File: config.mk
export PLATFORM = sky130hd
export DESIGN_NAME = bsnn_stream_sink
export DESIGN_NICKNAME = d
export VERILOG_FILES = /design/src/rtl/bsnn_stream_sink.sv
export SDC_FILE = /design/constraint.sdc
export NUM_CORES = 2
export LEC_CHECK = 0
export BUFFER_PORTS_ARGS = -buffer_cell sky130_fd_sc_hd__buf_2
export CAP_MARGIN = 20
export CORE_MARGIN = 2
export CORE_UTILIZATION = 55
export DETAILED_ROUTE_END_ITERATION = 10
export PLACE_DENSITY_LB_ADDON = 0.1
export SETUP_SLACK_MARGIN = 0.05
export SLEW_MARGIN = 20
export SYNTH_ARGS = -nofsm -noshare
export SYNTH_HDL_FRONTEND = slang
export SYNTH_SLANG_ARGS = --single-unit
File: constraint.sdc
create_clock -name clk -period 29.7 [get_ports clk]
set_clock_uncertainty 0.05 [all_clocks]
set_input_delay 4.455 -clock clk [delete_from_list [all_inputs] [get_ports clk]]
set_output_delay 4.455 -clock clk [all_outputs]
set_load 0.01 [all_outputs]
File: src/rtl/bsnn_stream_sink.sv
// Output-stream endpoint for the BSNN accelerator: tags snooped input rows, pairs them with output beats,
// and emits {id, latency, popcount, spikes} records. Define BSNN_SINK_THROTTLE_EN for LFSR stall injection.
module bsnn_stream_sink #(
  parameter int N_NEURONS = 256,
  parameter int TAG_DEPTH = 32,
  parameter int ID_WIDTH  = 16,
  parameter int TS_WIDTH  = 32
) (
  input  logic                               clk,
  input  logic                               rst,
  input  logic                               snoop_valid_in,
  input  logic                               snoop_ready_in,
  input  logic                               s_valid,
  output logic                               s_ready,
  input  logic [N_NEURONS-1:0]               s_spikes,
  output logic                               m_valid,
  input  logic                               m_ready,
  output logic [ID_WIDTH-1:0]                m_id,
  output logic [TS_WIDTH-1:0]                m_latency,
  output logic [$clog2(N_NEURONS+1)-1:0]     m_popcount,
  output logic [N_NEURONS-1:0]               m_spikes,
  output logic [$clog2(TAG_DEPTH+1)-1:0]     inflight_count,
  output logic                               overflow_err,
  output logic                               underflow_err,
  output logic [TS_WIDTH-1:0]                cycle_count
);

  localparam int PW   = $clog2(TAG_DEPTH);
  localparam int CW   = $clog2(TAG_DEPTH+1);
  localparam int POPW = $clog2(N_NEURONS+1);

  function automatic logic [POPW-1:0] popcount(input logic [N_NEURONS-1:0] v);
    logic [POPW-1:0] c;
    c = {POPW{1'b0}};
    for (int i = 0; i < N_NEURONS; i++) c = c + POPW'(v[i]);
    return c;
  endfunction

  logic [ID_WIDTH-1:0] id_mem [TAG_DEPTH];
  logic [TS_WIDTH-1:0] ts_mem [TAG_DEPTH];
  logic [ID_WIDTH-1:0] seq_id;
  logic [PW-1:0]       wr_ptr;
  logic [PW-1:0]       rd_ptr;
  logic                push;
  logic                push_ok;
  logic                pop;
  logic                accept;
  logic                has_tag;
  logic                full;
  logic                stall;

`ifdef BSNN_SINK_THROTTLE_EN
  logic [15:0] lfsr;

  // Fibonacci LFSR (taps 16,14,13,11) driving deterministic stall injection
  always_ff @(posedge clk or posedge rst) begin
    if (rst) begin
      lfsr <= 16'hACE1;
    end else begin
      lfsr <= {lfsr[14:0], lfsr[15] ^ lfsr[13] ^ lfsr[12] ^ lfsr[10]};
    end
  end

  assign stall = (lfsr[1:0] == 2'b00);
`else
  assign stall = 1'b0;
`endif

  assign s_ready = !rst && (!m_valid || m_ready) && !stall;
  assign accept  = s_valid && s_ready;
  assign push    = snoop_valid_in && snoop_ready_in;
  assign has_tag = (inflight_count != {CW{1'b0}});
  assign full    = (inflight_count == CW'(TAG_DEPTH));
  assign pop     = accept && has_tag;
  // A pop in the same cycle frees the slot, so a full FIFO can still take the push
  assign push_ok = push && (!full || pop);

  // Tag storage; head is read combinationally before any same-cycle overwrite
  always_ff @(posedge clk) begin
    if (push_ok) begin
      id_mem[wr_ptr] <= seq_id;
      ts_mem[wr_ptr] <= cycle_count;
    end else begin
      id_mem[wr_ptr] <= id_mem[wr_ptr];
    end
  end

  // Counters, FIFO bookkeeping, sticky errors and the single result register
  always_ff @(posedge clk or posedge rst) begin
    if (rst) begin
      cycle_count    <= {TS_WIDTH{1'b0}};
      seq_id         <= {ID_WIDTH{1'b0}};
      wr_ptr         <= {PW{1'b0}};
      rd_ptr         <= {PW{1'b0}};
      inflight_count <= {CW{1'b0}};
      overflow_err   <= 1'b0;
      underflow_err  <= 1'b0;
      m_valid        <= 1'b0;
      m_id           <= {ID_WIDTH{1'b0}};
      m_latency      <= {TS_WIDTH{1'b0}};
      m_popcount     <= {POPW{1'b0}};
      m_spikes       <= {N_NEURONS{1'b0}};
    end else begin
      cycle_count <= cycle_count + TS_WIDTH'(1);
      if (push)             seq_id        <= seq_id + ID_WIDTH'(1);
      if (push_ok)          wr_ptr        <= wr_ptr + PW'(1);
      if (pop)              rd_ptr        <= rd_ptr + PW'(1);
      if (push && !push_ok) overflow_err  <= 1'b1;
      if (accept && !has_tag) underflow_err <= 1'b1;
      case ({push_ok, pop})
        2'b10:   inflight_count <= inflight_count + CW'(1);
        2'b01:   inflight_count <= inflight_count - CW'(1);
        default: inflight_count <= inflight_count;
      endcase
      if (accept) begin
        m_valid    <= 1'b1;
        m_spikes   <= s_spikes;
        m_popcount <= popcount(s_spikes);
        if (has_tag) begin
          m_id      <= id_mem[rd_ptr];
          m_latency <= cycle_count - ts_mem[rd_ptr];
        end else begin
          m_id      <= {ID_WIDTH{1'b1}};
          m_latency <= {TS_WIDTH{1'b0}};
        end
      end else if (m_ready) begin
        m_valid <= 1'b0;
      end else begin
        m_valid <= m_valid;
      end
    end
  end

endmodule

Yosys cells after proc, flatten, opt, wreduce, memory -nomap -nowiden
Memory sizes are Yosys's and may differ from the RTL's.
Index checks and enable logic that the tools add are counted.
{"block": "totals", "register_bits": 380, "latch_bits": 0, "ramBits": 1536, "mem_bits_ro": 0, "n_memories": 2}
{"block": "op_classes", "add_sub_neg": 262, "mul": 0, "div_mod_pow": 0, "order_cmp": 0, "eq_ne": 4, "shift": 0, "muxes": 9, "bitwise": 1, "n_reduce_logical": 18}
{"name": "ts_mem", "depth": 32, "word_bits": 32, "read_ports": 1, "rd_clocked_by_memory_dff": 0, "write_ports": 1, "line": "40", "rtl": "logic [TS_WIDTH-1:0] ts_mem [TAG_DEPTH];"}
{"name": "id_mem", "depth": 32, "word_bits": 16, "read_ports": 1, "rd_clocked_by_memory_dff": 0, "write_ports": 1, "line": "39", "rtl": "logic [ID_WIDTH-1:0] id_mem [TAG_DEPTH];"}
{"op": "adder 9 x 1 -> 9 bit", "n": 247}
{"op": "adder 32 x 1 -> 32 bit, second input constant", "n": 1}
{"op": "two-way mux 16 bit", "n": 2}
{"op": "two-way mux 32 bit", "n": 1}
{"op": "subtractor 32 bit", "n": 1}
{"op": "adder 16 x 1 -> 16 bit, second input constant", "n": 1}
{"op": "case mux 6 bit (2 select lines)", "n": 1}
{"op": "adder 5 x 1 -> 5 bit, second input constant", "n": 2}
{"op": "adder 8 x 1 -> 9 bit", "n": 1}
{"op": "adder 7 x 1 -> 8 bit", "n": 1}
{"op": "adder 6 x 1 -> 7 bit", "n": 1}
{"op": "logical AND 1 bit", "n": 7}
{"op": "adder 5 x 1 -> 6 bit", "n": 1}
{"op": "adder 6 x 1 -> 6 bit, second input constant", "n": 1}
{"op": "== test 6 bit, second input constant", "n": 1}
{"op": "nonzero test 6 bit", "n": 1}
{"op": "subtractor 6 x 1 -> 6 bit, second input constant", "n": 1}
{"op": "adder 4 x 1 -> 5 bit", "n": 1}
{"op": "zero test 1 bit", "n": 5}
{"op": "two-way mux 1 bit", "n": 5}
{"op": "adder 3 x 1 -> 4 bit", "n": 1}
{"op": "nonzero test 2 bit", "n": 2}
{"op": "adder 2 x 1 -> 3 bit", "n": 1}
{"op": "adder 1 x 1 -> 2 bit", "n": 1}
{"op": "6 further kinds", "n": 7}

Logic depth before layout (Yosys ltp)
{"block": "logic_depth", "word_depth": 255, "mapped_depth": 30, "mapped_depth_nobuf": 30}

Worst setup path before layout
OpenSTA, ideal clock, no wires.
{"block": "synth_path", "path_type": "input-to-reg", "from": "in s_spikes[149]", "to": "reg m_popcount[8]", "setup_ps": 137, "t_arrival_ps": 11644, "required_ps": 29513, "slack_ps": 17870, "stages": 28, "path_cell_list": "inv_1 fa_1 inv_1 fa_1 inv_1 fa_1 fa_1 inv_1 fa_1 inv_1 fa_1 inv_1 fa_1 inv_1 fa_1 fa_1 fa_1 fa_1 inv_1 ha_1 fa_1 a21o_1 a21oi_1 o21bai_1 a21oi_1 o21bai_1 a21oi_1 o21ai_0"}
{"block": "synth_via", "elab_chain_len": 107}
{"element": "start: declaration", "line": "15", "rtl": "input logic [N_NEURONS-1:0] s_spikes,"}
{"element": "adder 9 x 1 -> 9 bit (107 in a row)", "line": "35", "rtl": "for (int i = 0; i < N_NEURONS; i++) c = c + POPW'(v[i]);"}
{"element": "end signal: assignment", "line": "101", "rtl": "m_popcount <= {POPW{1'b0}};"}
{"element": "end signal: assignment", "line": "118", "rtl": "m_popcount <= popcount(s_spikes);"}
{"element": "end: declaration", "line": "20", "rtl": "output logic [$clog2(N_NEURONS+1)-1:0] m_popcount,"}
Every way passes these cells.
A chain may end at the register's enable or synchronous reset.

Final worst setup path
{"block": "layout_path", "from": "in s_spikes[59]", "to": "reg m_popcount[8]"}
{"block": "layout_via", "elab_chain_len": 197}
{"element": "adder 9 x 1 -> 9 bit (197 in a row)", "line": "35"}
Every way passes these cells.

==> results.py <==
metrics = {
    "global_routing": {
        "gr-usage-all-layers": 0.3269,
        "grt_overflow_total": 0,
        "first_global_vias": 44700,
        "groute.layer.met1.usage": 0.4630,
        "groute.layer.met2.usage": 0.5054,
        "grtUsageMet3": 0.07372,
        "grt_max_degree": 193,
        "global_route.peak_usage_layer": "met2",
        "antenna_found_initial": 25,
        "first_pass_grt_wire_length_mm": 341.6,
    },
    "clock_tree": {
        "clk-insertion-delay-late_ns": 0.82,
        "ctsHoldBuffers": 0,
        "postCtsSetupRepairBufs": 0,
        "number_of_sinks_on_the_clock_net": 1916,
        "cts_made_buffers": 191,
        "cts_resized": 0,
        "tritoncts": "built",
        "root_buffer": "clkbuf_16",
        "bufs_on_longest_clock_path": 3,
        "ctsHtreeMaxLevel": 4,
        "worst_setup_hold_path_clk_slew_ns": 0.06,
    },
    "yosys": {
        "yosys_register_bits": 1916,
        "syn_area_um2": 81430,
        "post_synth_most_frequent_cells": "edfxtp_1, nand2_1, mux4_2",
        "yosysSeqAreaShare": 0.6832,
        "synth_area_leader_cell": "edfxtp_1",
        "dominant_cells_by_area_after_synthesis": "edfxtp_1, mux4_2, dfrtp_1, fa_1, nand2_1",
        "async_flop_share": 0.1983,
        "ys_warn_count": 0,
        "synth_enable_flop_cells": 1536,
        "post_synth_inst_count": 4656,
        "synth.net_count": 5243,
        "synth_flop_type": "edfxtp_1",
        "synth.avg_cell_area_um2": 17.49,
        "yosys.cell_types.count": 68,
        "yosysMostFrequentCell": "edfxtp_1",
        "synth_top_area_share": 0.5664,
    },
    "finish": {
        "final_cells": 7475,
        "drive_gt1_frac": 0.2734,
        "fillCellCount": 10590,
        "areaGrowthSynthToFinish_pct": 14.81,
        "finish.net_count": 5954,
    },
    "floorplan": {
        "placement_rows": 141,
        "die_w_um": 388.8,
        "placeableCoreArea_um2": 147300,
        "fp.dieArea_um2": 151100,
        "die_h_um": 388.8,
        "initial_utilization": 0.5528,
        "design.portCount": 617,
    },
    "setup_path": {
        "critical_path_class": "input port to register",
        "nature_of_the_critical_path_endpoint": "register",
        "worst_ep_required_time_ns": 30.29,
        "cp_max_fo": 2,
        "sort_of_element_at_the_start_of_the_critical_path": "input port",
        "crit_arrival_ns": 12.29,
    },
    "min_path": {
        "hold_path.class": "register to register",
    },
    "timing": {
        "period_minus_slack_ns": 11.71,
        "setup_violations": 0,
        "rsz_0062_raised_after_global_routing": "no",
        "max_freq_ghz": 0.08543,
        "part_of_the_cycle_the_worst_path_needs": 0.3941,
        "tightest_slew_ns": 1.144,
        "max-slew-margin-rel": 0.2152,
        "timing_hold_violations_final": 0,
        "slew_violations": 0,
        "setup_tns_ns": 0,
    },
    "detailed_routing": {
        "dr.first_iter.drc_count": 5127,
        "vias_per_cell": 6.014,
        "route.detailed.wl_per_inst_um": 32.66,
        "detail_route.wirelength_mm": 244.1,
        "drc_violations_left": 0,
        "detail_route.first_pass.iterations": 6,
        "vias": 44950,
        "final_antenna_net_count": 0,
    },
    "placed_design": {
        "hpwlAfterDp_mm": 159.1,
        "finalWeightedCongestion": 0.9458,
        "port_buffers": 616,
        "placed_cells": 7102,
    },
    "flow_run": {
        "timing.max_cap.violations": 0,
    },
    "outcome": {
        "outcome": "finished clean",
    },
}
==> flip-flops by register name, indices dropped and copies added (netlist names) <==
signal,flops
underflow_err,1
m_popcount,9
rd_ptr,5
m_id,16
wr_ptr,5
m_valid,1
cycle_count,32
inflight_count,6
m_latency,32
seq_id,16
id_mem,512
overflow_err,1
m_spikes,256
ts_mem,1024
==> metal layers <==
layer / wire (µm) / vias to the layer above
met2: 115500 / 2109
li1: - / 18710
met4: 9920 / 6
met1: 96030 / 23780
met3: 22640 / 346
met5: 46 / -
==> cell type report <==
type                       instances  area [µm²]  area share
multi-input combinational       2099       23530      0.2517
timing repair buffer             718        3930     0.04204
clock inverter                    98        1044     0.01116
sequential                      1916       55650      0.5953
antenna                           11       27.53   0.0002944
clock buffer                     262        5228     0.05591
inverter                         441        1663     0.01779
tap                             1930        2415     0.02583
==> per-stage QoR <==
step                      setup slack (ns)  hold slack, ns  instance area [µm²]  utilization
after global placement               17.24          0.4032                87140       0.5916
after floorplan                      14.64          0.4432                81430            -
after detailed placement             17.17          0.4070                87140       0.5916
after CTS                            18.02          0.4214                93420       0.6341
after global routing                 17.67          0.4341                93480       0.6346
final                                17.99          0.4200                93490       0.6347
==> cell families after synthesis <==
kind of cell / Yosys count / share of synthesized area
xor gates and xnor gates: 81 / 0.008712
and+or+nand+nor: 805 / 0.04109
buffers and inverters: 641 / 0.03096
AOI/OAI and AO/OA: 322 / 0.02356
adders and majority gates: 325 / 0.07243
DFF: 1916 / 0.6832
muxes: 566 / 0.1400
==> final timing paths <==
| path | from | end | slack, ns | cells after the start |
|---|---|---|---|---|
| max | s_spikes[59] | m_popcount[8] | 17.99 | 27 |
| min | m_spikes[98] | m_spikes[98] | 0.42 | 2 |
| max reg2reg | rd_ptr[0] | m_latency[23] | 22.39 | 14 |
| min reg2reg | m_spikes[98] | m_spikes[98] | 0.42 | 2 |
| max in group asynchronous | rst | m_spikes[197] | 23.77 | 4 |
| min in group asynchronous | rst | m_spikes[1] | 3.72 | 2 |
==> worst max-delay path, cell delays in order <==
cell and delay (ns):
buf_2 0.12, fa_1 0.54, inv_1 0.05, fa_1 0.57, inv_1 0.24, fa_1 0.55
inv_1 0.05, fa_1 0.50, inv_1 0.05, fa_1 0.48, inv_1 0.05, fa_1 0.51
fa_1 0.43, fa_1 0.47, fa_1 0.53, fa_1 0.43, fa_1 0.49, inv_1 0.05
ha_1 0.22, fa_1 0.46, a21o_1 0.19, a21oi_1 0.21, o21bai_1 0.09, a21oi_1 0.23
o21bai_1 0.09, a21oi_1 0.14, o21ai_0 0.08
==> cell usage in the layout, fill, tap and decap left out, types with 57 or more instances in the layout <==
master and n:
buf_4 94, o21ai_0 170, mux4_2 458, nand2_1 585
inv_1 440, edfxtp_1 1536, ha_1 81, xnor2_1 57
buf_2 616, clkbuf_16 192, nor2_1 58, fa_1 244
dfrtp_1 374, mux2i_1 103
Power is left out: the tool's default activity adds up to more than one toggle a clock period on the data nets, which glitch-free logic cannot reach.
